<file path="config.mk">
export PLATFORM = sky130hd
export DESIGN_NAME = vx_rop_dcr_bank
export DESIGN_NICKNAME = d
export VERILOG_FILES = /design/src/rtl/vx_rop_dcr_bank.sv
export SDC_FILE = /design/constraint.sdc
export NUM_CORES = 2
export LEC_CHECK = 0
export ABC_AREA = 1
export CAP_MARGIN = 20
export CORE_MARGIN = 2
export CORE_UTILIZATION = 50
export DETAILED_ROUTE_END_ITERATION = 10
export GPL_ROUTABILITY_DRIVEN = 0
export HOLD_SLACK_MARGIN = 0.12
export PLACE_DENSITY = 0.74
export SLEW_MARGIN = 15
export SYNTH_ARGS = -nofsm -noshare
export SYNTH_HDL_FRONTEND = slang
export SYNTH_SLANG_ARGS = --single-unit
</file>
<file path="constraint.sdc">
create_clock -name clk -period 1.9 [get_ports clk]
set_input_delay 0.57 -clock clk [delete_from_list [all_inputs] [get_ports clk]]
set_output_delay 0.57 -clock clk [all_outputs]
set_load 0.02 [all_outputs]
</file>
<file path="src/rtl/vx_rop_dcr_bank.sv">
// vx_rop_dcr_bank: double-buffered ROP DCR state with drain-gated commit and registered per-RT lookup.
module vx_rop_dcr_bank #(
  parameter int NUM_RT       = 4,
  parameter int NUM_GLOBAL   = 16,
  parameter int PITCH_BITS   = 16,
  parameter int MAX_INFLIGHT = 64,
  parameter int ADDR_BITS    = 8,
  localparam int RT_BITS     = (NUM_RT > 1) ? $clog2(NUM_RT) : 1,
  localparam int CNT_BITS    = $clog2(MAX_INFLIGHT + 1)
) (
  input  logic                     clk,
  input  logic                     reset,
  input  logic                     dcr_wr_valid,
  input  logic [ADDR_BITS-1:0]     dcr_wr_addr,
  input  logic [31:0]              dcr_wr_data,
  output logic                     dcr_wr_err,
  input  logic                     commit_valid,
  output logic                     commit_ready,
  output logic                     req_block,
  input  logic                     req_fire,
  input  logic                     rsp_fire,
  output logic                     inflight_full,
  input  logic                     rd_valid,
  input  logic [RT_BITS-1:0]       rd_rt_idx,
  output logic                     rd_valid_o,
  output logic [31:0]              cbuf_addr,
  output logic [PITCH_BITS-1:0]    cbuf_pitch,
  output logic [3:0]               cbuf_writemask,
  output logic [NUM_GLOBAL*32-1:0] global_state
);
  localparam int GBASE = 3 * NUM_RT;
  typedef enum logic {IDLE, DRAIN} state_t;
  state_t state, state_n;
  logic [CNT_BITS-1:0] cnt;
  logic [RT_BITS-1:0] rd_idx;
  logic wr_ok, rd_hit;
  logic [31:0] sh_addr [NUM_RT];
  logic [31:0] ac_addr [NUM_RT];
  logic [PITCH_BITS-1:0] sh_pitch [NUM_RT];
  logic [PITCH_BITS-1:0] ac_pitch [NUM_RT];
  logic [3:0] sh_mask [NUM_RT];
  logic [3:0] ac_mask [NUM_RT];
  logic [31:0] sh_glob [NUM_GLOBAL];
  logic [31:0] ac_glob [NUM_GLOBAL];
  always_comb begin
    req_block = commit_valid | (state == DRAIN);
    commit_ready = req_block & (cnt == '0) & ~req_fire;
    inflight_full = cnt == CNT_BITS'(MAX_INFLIGHT);
    state_n = commit_ready ? IDLE : (req_block ? DRAIN : IDLE);
    wr_ok = int'(dcr_wr_addr) < GBASE + NUM_GLOBAL;
    rd_hit = rd_valid_o & (int'(rd_idx) < NUM_RT);
    cbuf_addr = rd_hit ? ac_addr[rd_idx] : '0;
    cbuf_pitch = rd_hit ? ac_pitch[rd_idx] : '0;
    cbuf_writemask = rd_hit ? ac_mask[rd_idx] : '0;
    global_state = '0;
    for (int g = 0; g < NUM_GLOBAL; g++) global_state[g*32 +: 32] = ac_glob[g];
  end
  always_ff @(posedge clk) begin
    if (reset) begin
      state <= IDLE;
      cnt <= '0;
      rd_valid_o <= 1'b0;
      rd_idx <= '0;
      dcr_wr_err <= 1'b0;
      for (int r = 0; r < NUM_RT; r++) begin
        sh_addr[r] <= '0;
        ac_addr[r] <= '0;
        sh_pitch[r] <= '0;
        ac_pitch[r] <= '0;
        sh_mask[r] <= 4'hF;
        ac_mask[r] <= 4'hF;
      end
      for (int g = 0; g < NUM_GLOBAL; g++) begin
        sh_glob[g] <= '0;
        ac_glob[g] <= '0;
      end
    end else begin
      state <= state_n;
      if (req_fire & ~rsp_fire & ~inflight_full) cnt <= cnt + CNT_BITS'(1);
      else if (rsp_fire & ~req_fire & (cnt != '0)) cnt <= cnt - CNT_BITS'(1);
      rd_valid_o <= rd_valid;
      if (rd_valid) rd_idx <= rd_rt_idx;
      dcr_wr_err <= dcr_wr_valid & ~wr_ok;
      // the copy reads pre-write shadow, so a same-cycle write waits for the next commit
      if (commit_ready) begin
        ac_addr <= sh_addr;
        ac_pitch <= sh_pitch;
        ac_mask <= sh_mask;
        ac_glob <= sh_glob;
      end
      if (dcr_wr_valid) begin
        for (int r = 0; r < NUM_RT; r++) begin
          if (int'(dcr_wr_addr) == 3 * r) sh_addr[r] <= dcr_wr_data;
          if (int'(dcr_wr_addr) == 3 * r + 1) sh_pitch[r] <= dcr_wr_data[PITCH_BITS-1:0];
          if (int'(dcr_wr_addr) == 3 * r + 2) sh_mask[r] <= dcr_wr_data[3:0];
        end
        for (int g = 0; g < NUM_GLOBAL; g++)
          if (int'(dcr_wr_addr) == GBASE + g) sh_glob[g] <= dcr_wr_data;
      end
    end
  end
endmodule

</file>
# ---- Word level (Yosys, flattened, before mapping)
# Cells that the tools add are included.
dict set report totals {
  ff_bits 1452
  input_bits 49
  out_inout_bits 569
  wordCells 154
}
dict set report classes {
  n_addsub 2
  magnitude_cmp 2
  n_eq_ne 28
  mux 15
  n_bitwise 13
  reduce_logical 33
}
# op n
set ops {}
lappend ops {{8-bit by 6-bit equality test with 1-bit output, second input constant} 12}
lappend ops {{32-bit 2-to-1 mux} 3}
lappend ops {{32-bit binary-select mux with 2-bit select} 1}
lappend ops {{8-bit by 5-bit equality test with 1-bit output, second input constant} 8}
lappend ops {{2-bit AND reduction} 28}
lappend ops {{16-bit 2-to-1 mux} 3}
lappend ops {{16-bit binary-select mux with 2-bit select} 1}
lappend ops {{8-bit by 4-bit equality test with 1-bit output, second input constant} 4}
lappend ops {{8-bit by 3-bit equality test with 1-bit output, second input constant} 2}
lappend ops {{7-bit 2-to-1 mux} 2}
lappend ops {{4-bit 2-to-1 mux} 3}
lappend ops {{4-bit binary-select mux with 2-bit select} 1}
lappend ops {{8-bit by 2-bit equality test with 1-bit output, second input constant} 1}
lappend ops {{8-bit zero test} 1}
lappend ops {{8-bit by 5-bit < comparator with 1-bit output, second input constant} 1}
lappend ops {{7-bit by 1-bit adder with 7-bit output, second input constant} 1}
lappend ops {{1-bit bitwise AND} 7}
lappend ops {{7-bit equality test, second input constant} 1}
lappend ops {{7-bit zero test} 1}
lappend ops {{7-bit nonzero test} 1}
lappend ops {{7-bit by 1-bit subtractor with 7-bit output, second input constant} 1}
lappend ops {{1-bit NOT} 4}
lappend ops {{3-bit greater-or-equal comparator, second input constant} 1}
lappend ops {{2-bit NOT with 3-bit output} 1}
lappend ops {{4 further kinds} 4}

# ---- Depth between registers and ports, before layout
dict set report depth {
  depth_word 5
  depth_mapped 13
}

# ---- Worst setup path after synthesis
# No wires, ideal clock.
dict set report synth_timing {
  path_type {register to register}
  from {register cnt[0]}
  to {register cnt[6]}
  setup_ps 115
  t_arrival_ps 2004
  t_required_ps 1785
  slack_ps -219
  path_stages_with_launch 13
  cell_sequence {dfxtp_1 nor2_1 nand2_1 o21ai_0 ha_1 nand2_1 inv_1 nand2_1 nand2_1 nor2_1 nand2_1 a21oi_1 nor2_1}
}
dict set report synth_between {
  elab_chain_len 4
  elab_cells_between_ends 10
  classes_between {add/sub: 2; eq/ne: 1; mux: 2; bitwise: 3; reduce/logical: 2}
}
# element line_no
set synth_lines {}
lappend synth_lines {{start: declaration} 34} ;# logic [CNT_BITS-1:0] cnt;
lappend synth_lines {{start signal: assignment} 79} ;# if (req_fire & ~rsp_fire & ~inflight_full) cnt <= cnt + CNT_BITS'(1);
lappend synth_lines {{start signal: assignment} 80} ;# else if (rsp_fire & ~req_fire & (cnt != '0)) cnt <= cnt - CNT_BITS'(1);
lappend synth_lines {{branches (longest 4 deep; another with 7-bit by 1-bit subtractor with 7-bit output)} n/a}
# Several ways; the timed one is not identified. The select of a mux whose other input is x is not followed.
# A chain may end at the register's enable or synchronous reset.

# ---- Final worst setup path
dict set report layout_timing {
  from {register rd_idx[0]}
  to {output cbuf_addr[1]}
}
dict set report layout_between {
  elab_chain_len 5
}
# element line_no
set layout_lines {}
lappend layout_lines {{start: declaration} 35} ;# logic [RT_BITS-1:0] rd_idx;
lappend layout_lines {{start signal: assignment} 82} ;# if (rd_valid) rd_idx <= rd_rt_idx;
lappend layout_lines {{2-bit NOT with 3-bit output (implied by the code)} 52} ;# cbuf_addr = rd_hit ? ac_addr[rd_idx] : '0;
lappend layout_lines {{32-bit binary-select mux with 2-bit select} 52}
lappend layout_lines {{32-bit 2-to-1 mux (implied by the code) (2 in a row)} 52}
lappend layout_lines {{32-bit 2-to-1 mux} 52}
lappend layout_lines {{end: declaration} 26} ;# output logic [31:0] cbuf_addr,
# Every way passes these cells. The select of a mux whose other input is x is not followed.

==> results.json <==
{
  "first_pass_iters": 6,
  "hold_depth": 4,
  "wl_um": 199500,
  "synth-seq-cells": 1452,
  "syn_area_um2": 52000,
  "met3_usage_pct": 7.038,
  "final_cell_area_um2": 70420,
  "insertion_delay_ps": 780,
  "syn2layout_area_growth_pct": 35.42,
  "hold_viol": 0,
  "end_kind": "primary output",
  "seq_area_frac_synth_pct": 55.90,
  "ios": 618,
  "critPathMaxFanout": 7,
  "synth_top_family_by_area": "simple AND/OR/NAND/NOR gates",
  "post-route-period-util_pct": 152.2,
  "ys_async_sr_fraction_pct": 0,
  "synth.area.top_cells": "dfxtp_1 56%, nor2_1 20%, o21ai_0 11%",
  "yosysWarnings": 0,
  "syn_avg_cell_area_um2": 7.624,
  "root_buffer": "clkbuf_16",
  "synthSimpleGateAreaFrac_pct": 21.80,
  "r2r_end": "ac_addr[70]",
  "viasPerCell": 5.731,
  "cts_hold_buf": 0,
  "startpoint_type": "flop",
  "synthXorXnorAreaFrac_pct": 0.03369,
  "regArea_um2": 29420,
  "fp.dieH_um": 326.5,
  "h-tree-depth": 4,
  "placementRows": 118,
  "pre_cts_slack_ps": -924.9,
  "cts_tree": "yes",
  "antenna_left": 0,
  "rsz0062_at_grt": "yes",
  "synthCells": 6821,
  "cp_top_family": "buffers and inverters",
  "status": "complete, but fails checks",
  "crit_type": "reg2out",
  "grt.busiest_layer": "met2",
  "grt_overflow": 0,
  "drtIter0Drc": 6752,
  "antenna_found_initial": 25,
  "fill_cells": 7949,
  "critPathArrivalTime_ps": 2320,
  "synthMuxAreaShare_pct": 0,
  "slew_viol_final": 0,
  "portBuffers": 617,
  "worstPathCellList": "buf_12 -> buf_16 -> nor2_2 -> nor2_1 -> o21ai_1 -> a21oi_2 -> buf_6",
  "layout-drive-gt1-share_pct": 24.70,
  "grt_pass1_wl_um": 281600,
  "hold_path_end": "sh_addr[9]",
  "crit_buf_inv": 3,
  "grt_pass1_vias": 47110,
  "power.leakage_uw": 0.03167,
  "hp-class": "in2reg",
  "yosys.area.top_type": "dfxtp_1",
  "grt_max_degree": 86,
  "ff2ff_setup_slack_ps": -200,
  "synth_commonest_cells": "2840 x nor2_1, 1452 x dfxtp_1, 1122 x o21ai_0, 399 x o21ai_1, 389 x clkbuf_1",
  "place_area_um2": 62430,
  "setup_viol": 639,
  "clockBufferDepth": 3,
  "drcViolationCount": 0,
  "dieWidth_um": 326.5,
  "ys.flop_type": "dfxtp_1",
  "syn_nets": 6876,
  "finalWorstSetupSlack_ps": -992.1,
  "slowest_delay_ps": 450,
  "grtUsageTotal_pct": 34.05,
  "required_ps": 1330,
  "power.density_nw_per_um2": 1124,
  "power_uw": 79120,
  "clk_pin_slew_ps": 70,
  "hpwl_um": 112700,
  "tns_ps": -96980,
  "multi_input_area_um2": 21540,
  "crit_path_top_delay_cell": "dfxtp_4",
  "initial_utilization_pct": 50.32,
  "vdd_drop_max_v": 0.0006744,
  "synth_edf_count": 0,
  "vias": 51930,
  "clock-sinks": 1452,
  "synth_adder_area_share_pct": 0.1588,
  "rr_startpoint": "cnt[4]",
  "worstRegToRegCells": 14,
  "postLayoutCoreUtil_pct": 68.14,
  "yosysUniqueCellTypes": 32,
  "core_um2": 103300,
  "fin_nets": 7613,
  "met1_usage_pct": 43.85,
  "die_area_um2": 106600,
  "synth_top_area_share_pct": 55.90,
  "post-route-min-period_ps": 2892,
  "numCtsBuffers": 146,
  "synth_compound_area_share_pct": 17.05,
  "globalRouteMet2Util_pct": 53.21,
  "max_slew.worst_pin.slew_ps": 1250,
  "fin_skew_ps": 29.92,
  "wire_per_inst_um": 22.02,
  "max_freq_ghz": 0.3458,
  "slew_headroom_pct": 16.70,
  "synth_most_common_cell": "nor2_1",
  "violations": "negative setup slack",
  "min_from": "dcr_wr_data[9]",
  "drv_cap": 0
}
==> layout by cell type, fill, tap and decap left out, types with 48 or more instances in the layout <==
cell type,Yosys,routed
a21oi_2,0,49
buf_4,44,472
buf_12,0,168
nor2_1,2840,2655
o21ai_0,1122,989
nand2_1,96,90
a21oi_1,225,171
clkbuf_16,0,199
buf_6,1,85
nor2_4,5,71
o21ai_1,399,504
buf_2,109,283
buf_16,0,48
dfxtp_2,0,178
nor2_2,4,123
dfxtp_1,1452,1240
==> registers in the layout, indices dropped and copies added, names as in the netlist <==
name          count
sh_mask          16
sh_glob         512
ac_addr         128
cnt               7
ac_mask          16
ac_pitch         64
sh_addr         128
global_state    512
sh_pitch         64
state             1
rd_idx            2
dcr_wr_err        1
rd_valid_o        1
==> worst max path at each step <==
stage	end	slack (ps)	startpoint	cells past startpoint
3_5_place_dp	sh_glob[1]	-920	dcr_wr_addr[5]	10
4_1_cts	cbuf_writemask[0]	-990	rd_idx[0]	7
6_report	cbuf_addr[1]	-990	rd_idx[0]	7
5_1_grt	cbuf_addr[17]	-1020	rd_idx[0]	7
3_3_place_gp	sh_glob[3]	-880	dcr_wr_addr[5]	10
2_1_floorplan	cnt[6]	-2	cnt[0]	12
==> through the flow <==
stage	cells	hold slack [ps]
2_1_floorplan	6821	429.2
3_5_place_dp	8645	444.1
6_report	9062	311.3
4_1_cts	8978	283.2
5_1_grt	9057	316.2
3_3_place_gp	8645	439.9
==> per-layer routing <==
layer | up-vias | wire length [um]
met1 | 24450 | 74680
met4 | 12 | 12620
li1 | 23550 | -
met5 | - | 79
met2 | 3200 | 90740
met3 | 724 | 21390
==> tightest hold or removal path: cells and delay by family <==
| family | cells | cell delay, ps |
|---|---|---|
| buffers and inverters | 2 | 290 |
| and+or+nand+nor | 2 | 170 |
==> final cells by class <==
type / instances / area share, %
sequential: 1452 / 41.77
clock inverter: 57 / 1.091
timing repair inverter: 1 / 0.007107
antenna: 6 / 0.02132
clock buffer: 209 / 6.073
inverter: 51 / 0.3251
multi-input combinational: 4754 / 30.59
tap: 1380 / 2.452
timing repair buffer: 1152 / 17.67
==> timing repair <==
| action | CTS | global route |
|---|---|---|
| pin swaps | 58 | 115 |
| gates resized for setup | 3087 | 385 |
| endpoints found under the setup margin | 1056 | 1159 |
| setup buffers | 32 | 34 |
| gates cloned | 35 | 57 |
==> where the power goes <==
part	leakage (uW)	switching (uW)	internal, uW
combinational	0.0173	8630	6040
clock	0.00248	12500	17800
sequential	0.0119	1580	32600
total	0.0317	22700	56400
==> cell families (layout without fill, tap and decap cells) <==
family	Yosys count	in the layout
simple gates	2983	2983
flops	1452	1452
xor+xnor	2	2
buf+inv	615	1470
compound gates	1763	1763
fa+ha+maj	6	6
other cells	0	6
No activity file was read; power rests on OpenSTA's default activity.
